[src/rtl/lcd_pkg.sv]
// Shared constants and types for the LCD character buffer and its arbiter.
package lcd_pkg;

    localparam int LCD_CHARS = 32;
    localparam int LCD_IDX_W = 5;
    localparam logic [7:0] ASCII_SPACE = 8'h20;

    // First cell of the second display line; line 1 occupies cells 0-15.
    localparam logic [LCD_IDX_W-1:0] LCD_LINE2_BASE = 5'd16;

    typedef enum logic [1:0] {
        IDLE  = 2'd0,
        GRANT = 2'd1,
        CLEAR = 2'd2
    } state_e;

    function automatic logic [LCD_IDX_W-1:0] lcd_cell(input logic line, input logic [3:0] col);
        return line ? (LCD_LINE2_BASE | {1'b0, col}) : {1'b0, col};
    endfunction

endpackage

[src/rtl/lcd_rr_pick.sv]
// Combinational round-robin selector: first requester at or after the pointer, wrapping.
module lcd_rr_pick #(
    parameter int N  = 2,
    parameter int PW = (N > 2) ? 2 : 1
) (
    input  logic [N-1:0]  req_i,
    input  logic [PW-1:0] ptr_i,
    output logic [N-1:0]  gnt_o,
    output logic [PW-1:0] idx_o,
    output logic          any_o
);

    logic [PW-1:0] cand;

    always_comb begin
        gnt_o = '0;
        idx_o = '0;
        any_o = 1'b0;
        cand  = '0;
        for (int off = 0; off < N; off++) begin
            cand = PW'((int'(ptr_i) + off) % N);
            if (!any_o && req_i[cand]) begin
                any_o       = 1'b1;
                idx_o       = cand;
                gnt_o[cand] = 1'b1;
            end
        end
    end

endmodule

[src/rtl/lcd_buffer_arbiter.sv]
// 32-cell LCD character buffer with round-robin write arbitration, burst locking
// and a bulk-clear sequencer; the read port feeds LCD_Controller combinationally.
module lcd_buffer_arbiter
    import lcd_pkg::*;
#(
    parameter int N_REQ        = 2,
    parameter int LOCK_TIMEOUT = 1024
) (
    input  logic                       CLOCK_50,
    input  logic                       reset_n,
    input  logic [N_REQ-1:0]           req,
    input  logic [N_REQ-1:0]           lock,
    input  logic [LCD_IDX_W*N_REQ-1:0] wr_index,
    input  logic [8*N_REQ-1:0]         wr_char,
    output logic [N_REQ-1:0]           ack,
    output logic [N_REQ-1:0]           grant,
    input  logic                       clear_req,
    output logic                       clear_busy,
    input  logic [LCD_IDX_W-1:0]       lcd_index,
    output logic [7:0]                 lcd_ascii,
    output state_e                     dbg_state
);

    localparam int PW = (N_REQ > 2) ? 2 : 1;
    localparam int CW = (LOCK_TIMEOUT > 1) ? $clog2(LOCK_TIMEOUT) : 1;
    localparam logic [CW-1:0] CNT_LAST = CW'(LOCK_TIMEOUT - 1);

    state_e                 state_q, state_d;
    logic [N_REQ-1:0]       grant_q, grant_d;
    logic [PW-1:0]          owner_q, owner_d;
    logic [PW-1:0]          ptr_q, ptr_d;
    logic [CW-1:0]          idle_cnt_q, idle_cnt_d;
    logic [LCD_IDX_W-1:0]   clr_cnt_q, clr_cnt_d;
    logic [7:0]             mem_q [LCD_CHARS];

    logic                   wr_en;
    logic [LCD_IDX_W-1:0]   wr_addr;
    logic [7:0]             wr_data;
    logic                   own_req, own_lock, xfer, rel;
    logic [N_REQ-1:0]       pick_gnt;
    logic [PW-1:0]          pick_idx;
    logic                   pick_any;

    lcd_rr_pick #(.N(N_REQ), .PW(PW)) u_pick (
        .req_i (req),
        .ptr_i (ptr_q),
        .gnt_o (pick_gnt),
        .idx_o (pick_idx),
        .any_o (pick_any)
    );

    assign own_req   = req[owner_q];
    assign own_lock  = lock[owner_q];
    assign grant     = grant_q;
    assign dbg_state = state_q;
    assign lcd_ascii = mem_q[lcd_index];

    // Handshake: a requester holds req (with stable wr_index/wr_char) until it sees
    // ack; ack is grant & req, and the write lands on the same clock edge.
    always_comb begin
        state_d    = state_q;
        grant_d    = grant_q;
        owner_d    = owner_q;
        ptr_d      = ptr_q;
        idle_cnt_d = idle_cnt_q;
        clr_cnt_d  = clr_cnt_q;
        ack        = '0;
        clear_busy = 1'b0;
        wr_en      = 1'b0;
        wr_addr    = '0;
        wr_data    = ASCII_SPACE;
        xfer       = 1'b0;
        rel        = 1'b0;
        case (state_q)
            IDLE: begin
                if (clear_req) begin
                    state_d   = CLEAR;
                    clr_cnt_d = '0;
                end else if (pick_any) begin
                    state_d    = GRANT;
                    grant_d    = pick_gnt;
                    owner_d    = pick_idx;
                    idle_cnt_d = '0;
                end
            end
            GRANT: begin
                ack     = grant_q & req;
                xfer    = own_req;
                wr_en   = xfer;
                wr_addr = wr_index[int'(owner_q)*LCD_IDX_W +: LCD_IDX_W];
                wr_data = wr_char[int'(owner_q)*8 +: 8];
                rel     = (xfer && !own_lock) || (!own_req && !own_lock) ||
                          (!xfer && idle_cnt_q == CNT_LAST);
                idle_cnt_d = xfer ? '0 : idle_cnt_q + CW'(1);
                if (rel) begin
                    state_d = IDLE;
                    grant_d = '0;
                    ptr_d   = (owner_q == PW'(N_REQ - 1)) ? '0 : owner_q + PW'(1);
                end
            end
            CLEAR: begin
                clear_busy = 1'b1;
                wr_en      = 1'b1;
                wr_addr    = clr_cnt_q;
                clr_cnt_d  = clr_cnt_q + 5'd1;
                if (clr_cnt_q == 5'(LCD_CHARS - 1)) state_d = IDLE;
            end
            default: state_d = IDLE;
        endcase
    end

    always_ff @(posedge CLOCK_50) begin
        if (!reset_n) begin
            state_q    <= IDLE;
            grant_q    <= '0;
            owner_q    <= '0;
            ptr_q      <= '0;
            idle_cnt_q <= '0;
            clr_cnt_q  <= '0;
        end else begin
            state_q    <= state_d;
            grant_q    <= grant_d;
            owner_q    <= owner_d;
            ptr_q      <= ptr_d;
            idle_cnt_q <= idle_cnt_d;
            clr_cnt_q  <= clr_cnt_d;
        end
    end

    // Flip-flop array so the read port can stay combinational.
    always_ff @(posedge CLOCK_50) begin
        if (!reset_n) begin
            for (int i = 0; i < LCD_CHARS; i++) mem_q[i] <= ASCII_SPACE;
        end else if (wr_en) begin
            mem_q[wr_addr] <= wr_data;
        end
    end

endmodule

[config.mk]
export PLATFORM = sky130hd
export DESIGN_NAME = lcd_buffer_arbiter
export DESIGN_NICKNAME = d
export VERILOG_FILES = /design/src/rtl/lcd_pkg.sv /design/src/rtl/lcd_rr_pick.sv /design/src/rtl/lcd_buffer_arbiter.sv
export SDC_FILE = /design/constraint.sdc
export NUM_CORES = 1
export LEC_CHECK = 0
export ABC_AREA = 0
export CAP_MARGIN = 10
export CELL_PAD_IN_SITES_DETAIL_PLACEMENT = 2
export CELL_PAD_IN_SITES_GLOBAL_PLACEMENT = 2
export CORE_ASPECT_RATIO = 1.25
export CORE_MARGIN = 2
export CORE_UTILIZATION = 25
export CTS_BUF_LIST = sky130_fd_sc_hd__clkbuf_4 sky130_fd_sc_hd__clkbuf_8 sky130_fd_sc_hd__clkbuf_16
export DETAILED_ROUTE_END_ITERATION = 7
export PLACE_DENSITY = 0.51
export SETUP_SLACK_MARGIN = 0.02
export SYNTH_ARGS = -nofsm -noshare
export SYNTH_HDL_FRONTEND = slang
export SYNTH_HIERARCHICAL = 1
export SYNTH_SLANG_ARGS = --single-unit
[constraint.sdc]
create_clock -name CLOCK_50 -period 2.7 [get_ports CLOCK_50]
set_clock_uncertainty 0.05 [all_clocks]
set_input_delay 0.54 -clock CLOCK_50 [delete_from_list [all_inputs] [get_ports CLOCK_50]]
set_output_delay 0.54 -clock CLOCK_50 [all_outputs]
set_load 0.02 [all_outputs]
[After elaboration in Yosys (flattened, before gate mapping)]
Memory sizes are Yosys's and may differ from the RTL's.
Index checks and enable logic that the tools add are counted.
Cells by class
  equal/unequal tests: 10
  $lt $le $gt $ge: 5
  shift-type cells: 2
  reductions and logical operators: 21
  multiply operators: 1
  $add $sub $neg: 4
  bitwise operators: 3
  muxes and demuxes: 45
Operators by type and width (count)
  10-bit 2-to-1 mux: 3
  1-bit 2-to-1 mux: 21
  10-bit one-hot mux with 2 select lines: 1
  5-bit one-hot mux with 2 select lines: 2
  2-bit 2-to-1 mux: 9
  8-bit 2-to-1 mux: 2
  16-bit by 5-bit variable part select with 8-bit output: 1
  10-bit by 1-bit adder with 10-bit output (second input constant): 1
  10-bit equality test (second input constant): 1
  5-bit 2-to-1 mux: 2
  2-bit inequality test (second input constant): 5
  10-bit by 5-bit variable part select with 5-bit output: 1
  3-bit AND reduction: 3
  8-bit OR reduction: 1
  1-bit logical AND: 6
  1-bit by 2-bit less-than comparator with 1-bit output (second input constant): 3
  2-bit one-hot mux with 3 select lines: 1
  5-bit by 1-bit adder with 5-bit output (second input constant): 1
  5-bit equality test (second input constant): 1
  1-bit by 3-bit multiplier with 4-bit output (second input constant): 1
  2-bit one-hot mux with 2 select lines: 1
  2-bit AND reduction: 2
  4-bit AND reduction: 1
  2-bit nonzero test: 2
  other kinds (13): 19
Storage, ports and cells
  RAM bits: 256
  bits of input ports: 38
  output and inout bits: 15
  memories: 1
  word-level logic and storage cells: 98
  flip-flop bits (word level): 21
Memory list
  mem_q: depth 32, bits a word 8, rd ports 1, clocked after memory_dff 0, write ports 32, RTL line lcd_buffer_arbiter.sv:34  | logic [7:0] mem_q [LCD_CHARS];

[Depth between registers and ports, before layout]
  word-level depth: 10
  gate-level depth with buffers: 10
  depth with buffers taken out: 6

[By module]
Netlist, hierarchy kept.
Modules (own cells, without submodules)
  lcd_buffer_arbiter: cells each 939, instances 1, sequential area each 8107.8 µm², area an instance 12838.6 µm²
  lcd_rr_pick: cells each 5, instances 1, sequential area each 0.0 µm², area an instance 32.5 µm²

[Worst setup path before layout]
OpenSTA, ideal clock, no wires.
  kind: reg-to-reg
  start: register state_q[0] (netlist: dbg_state[0])
  end: memory mem_q[10][0], enable pin
  stages on the path, launching flop included: 11
  arrival time: 2.683 ns
  buffers on the path: 4
  period minus slack after synthesis: 3.117 ns
  setup slack: -0.417 ns
  data required time: 2.266 ns
  setup time: 0.384 ns
  path through: dfxtp_1 inv_1 ha_1 clkbuf_1 nand3_1 o21ai_1 buf_2 nand3_2 buf_2 buf_2 o21ai_0
RTL lines
  start, declared: RTL line lcd_buffer_arbiter.sv:28  | state_e state_q, state_d;
  start signal, assigned: RTL line lcd_buffer_arbiter.sv:121  | state_q <= state_d;
  end, declared: RTL line lcd_buffer_arbiter.sv:34

[Worst setup path after layout]
  start: input lcd_index[1]
  end: output lcd_ascii[5]
On the way
  cells in the longest elaborated chain, start to end: 1
RTL lines
  start, declared: RTL line lcd_buffer_arbiter.sv:19  | input logic [LCD_IDX_W-1:0] lcd_index,
  memory 32 x 8 bit
  end, declared: RTL line lcd_buffer_arbiter.sv:20  | output logic [7:0] lcd_ascii,
Every way passes these cells.

==> results by group <==
Run status
  – Outcome: finished, violations left
  – Failing checks: setup timing

Synthesis
  – Syn Inst Count: 944
  – Syn_nets: 989
  – Post-synth EDFFs: 256
  – Syn_area_per_cell: 13.63 µm²
  – Synth top area cells: edfxtp_1 60%, mux4_2 11%, nor3_1 6.8%
  – Post-Synth Adder-Cell Area: 0.6805%
  – Xor/xnor share of the synthesized area: 0.3402%
  – Mapped cell area: 0.01287 mm²
  – Synth Area in Compound Gates: 5.191%
  – Top cells by count, synth: 256 x edfxtp_1, 176 x nor3_1, 64 x mux4_2
  – Largest family of logic cells by synthesized area: simple AND/OR/NAND/NOR gates
  – Main synth FF type: edfxtp_1
  – Synthesized flop and latch total: 277
  – Most numerous cell in the Yosys netlist: edfxtp_1
  – Mux share of post-synthesis cell area: 12.80%
  – Yosys cell types: 51
  – Simple-gate share of the synthesized area: 14.30%
  – Top-area cell type share of the netlist area: 59.73%
  – Cell taking the most area after synthesis: edfxtp_1
  – Yosys warning total: 6
  – Register area share after synthesis: 62.99%
  – Async set-reset flop share out of synthesis: 0%

Worst setup path
  – CP cell instances: buf_16 -> buf_12 -> buf_8 -> mux4_2 -> o22ai_4 -> nor4_4 -> buf_4 -> buf_6
  – Count of buffer and inverter cells on the critical path: 5
  – CP Launch Type: input pin
  – CP required: 2110 ps
  – Worst setup EP type: output port
  – Family with the most delay on the worst path: buffers and inverters
  – Worst Setup Path Type: in2out
  – Crit path largest cell delay: 410 ps
  – Worst EP arrival: 2160 ps
  – CP max FO: 8
  – Slowest cell on crit path: nor4_4

Timing
  – Max-slew violation count: 0
  – Setup TNS Final: -46.32 ps
  – Post-route minimum period: 2746 ps
  – Unrepaired setup endpoints after global routing: yes
  – Final hold slack: 424.5 ps
  – Final Hold Vio Count: 0
  – Final WS setup: -46.32 ps
  – Final Setup Violations: 1
  – Max_slew headroom: 55.83%
  – FMAX: 0.3641 GHz
  – Part of the cycle the worst path needs: 101.7%
  – Slew of the pin with the lowest slew margin: 658.2 ps

Final layout
  – Fillers: 5,278
  – Area Growth Syn to Fin: 32.35%
  – Finished Cell Area: 0.01704 mm²
  – Layout cell share with drive strength beyond 1: 33.30%
  – Area of the multi-input gates: 0.004691 mm²
  – N_diodes: 0
  – Storage element area: 0.008108 mm²
  – # nets final: 1,136

Placement
  – PortBufs: 52
  – HPWL after DPL: 30,910 µm
  – Area post-placement: 0.01550 mm²
  – Final Wtd Congestion: 0.7622
  – Pre-CTS worst setup slack: -854.6 ps

Worst hold path
  – Min-delay worst type: reg2reg

CTS
  – Clk sinks: 277
  – Clock root buffer: clkbuf_16
  – CTS tree: yes
  – Max clock buf depth: 3
  – Num CTS Buffers: 34
  – Clk pin slew, worst setup/hold paths: 60 ps
  – H-tree depth: 2
  – Worst-skew pair later-pin latency: 540 ps
  – Hold-fix buffers, CTS: 0

Global route
  – Vias in the first global route: 9,914
  – Overall routing resource usage: 17.28%
  – Global route overflow: 0
  – Largest net degree at the start of global routing: 33
  – Initial antenna violation count: 0
  – First-pass GRT wire length: 67,180 µm

Die
  – Die outline height: 257.7 µm
  – Row Count: 93
  – Starting Density: 25.14%
  – IO Count: 53
  – CORE AREA: 0.05120 mm²
  – Die width: 206.9 µm
  – DIE AREA: 0.05333 mm²

Routing
  – Max layer used: met4
  – Via count: 8,859
  – Wire per inst: 25.16 µm
  – First-pass DRT Iterations: 4
  – Vias per cell: 4.988
  – Iter 0 DRT Violations: 390
  – DRC Markers: 0
  – Wire length on met2: 22,660 µm
  – Post-Route WL: 44,690 µm
  – Met1 Wirelength: 19,210 µm
  – ANT nets after route: 0
  – Routed met3 length: 1391 µm

Pwr
  – Cell internal pwr: 8.149 mW
  – Sw frac: 24.64%
  – Tot Pwr: 10.81 mW
  – Flop pwr share: 44.9%
  – Leak: 5.480 nW
  – Logic pwr share: 12.2%
  – Pwr/cell area: 634.7 mW/mm²
  – P_sw: 2.664 mW
  – Power share of the clock group: 43.0%
  – Max VDD drop: 0.3198 mV

Run
  – Maxcap violations: 0
## path summary, 6_finish.rpt
path | start | to | slack, ps | cells after the start
hold reg to reg | grant[0] | grant[0] | 420 | 2
hold / removal | grant[0] | grant[0] | 420 | 2
setup reg to reg | owner_q | mem_q[26][5] | 270 | 5
setup / recovery | lcd_index[1] | lcd_ascii[5] | -50 | 8
## worst min-delay path: cells and delay by family (launching register included)
| kind | cells | cell delay, ps |
|---|---|---|
| flops | 1 | 310 |
| simple gates | 1 | 60 |
| mux | 1 | 60 |
## metrics by stage
| step | util, % | cells |
|---|---|---|
| floorplan | - | 944 |
| global route | 33.27 | 1776 |
| CTS | 33.18 | 1774 |
| detailed placement | 30.27 | 1704 |
| global placement | 30.27 | 1704 |
| finish | 33.27 | 1776 |
## power by group through the flow
stage	combinational, mW	clock [mW]	sequential [mW]
after floorplan	0.626	0	4.92
after global placement	1.26	0	4.94
after detailed placement	1.27	0	4.94
after CTS	1.34	4.79	4.85
after global routing	1.41	4.92	4.86
final	1.32	4.65	4.85
## timing repair
| item | CTS | global route |
|---|---|---|
| pin swaps | 6 | 4 |
| buffers inserted | 12 | 2 |
| endpoints found under the setup margin | 11 | 107 |
| resized for setup | 95 | 15 |
| cloned | 2 | 0 |
## sequential cells by signal (all words and copies together) (netlist names)
signal / count
clr_cnt_q: 5
idle_cnt_q: 10
grant: 2
mem_q: 256
ptr_q: 1
owner_q: 1
dbg_state: 2
## cells in the final DEF (no fill, tap or decap), types with 13 or more instances in the layout
master / n
edfxtp_1: 256
nor3_1: 176
buf_4: 115
mux4_2: 64
nor2_1: 57
buf_12: 42
or3_1: 36
clkbuf_16: 35
clkdlybuf4s50_1: 35
o22ai_2: 25
nand2_1: 21
dfxtp_1: 21
o21ai_2: 20
o21ai_1: 13
## layout make-up
cell class / instances / area share (%)
multi-input combinational: 558 / 27.54
sequential: 277 / 47.59
timing repair buffer: 213 / 13.36
tap: 665 / 4.884
inverter: 7 / 0.1542
clock inverter: 16 / 1.109
clock buffer: 40 / 5.362
## cell families (layout without fill, tap and decap cells)
kind of cell    Yosys count  in the layout
xor+xnor                  5              5
flops                   277            277
simple gates            354            354
mux                      83             83
compound gates          109            109
fa+ha+maj                 7              7
buf+inv                 109            276
## routing by layer
layer  global-route usage [%]  up-vias
met1                    21.90     4649
met4                    5.634        0
li1                         -     4012
met2                    29.91      132
met5                        0        -
met3                    2.726       66
Power figures use the tool's default switching activity.
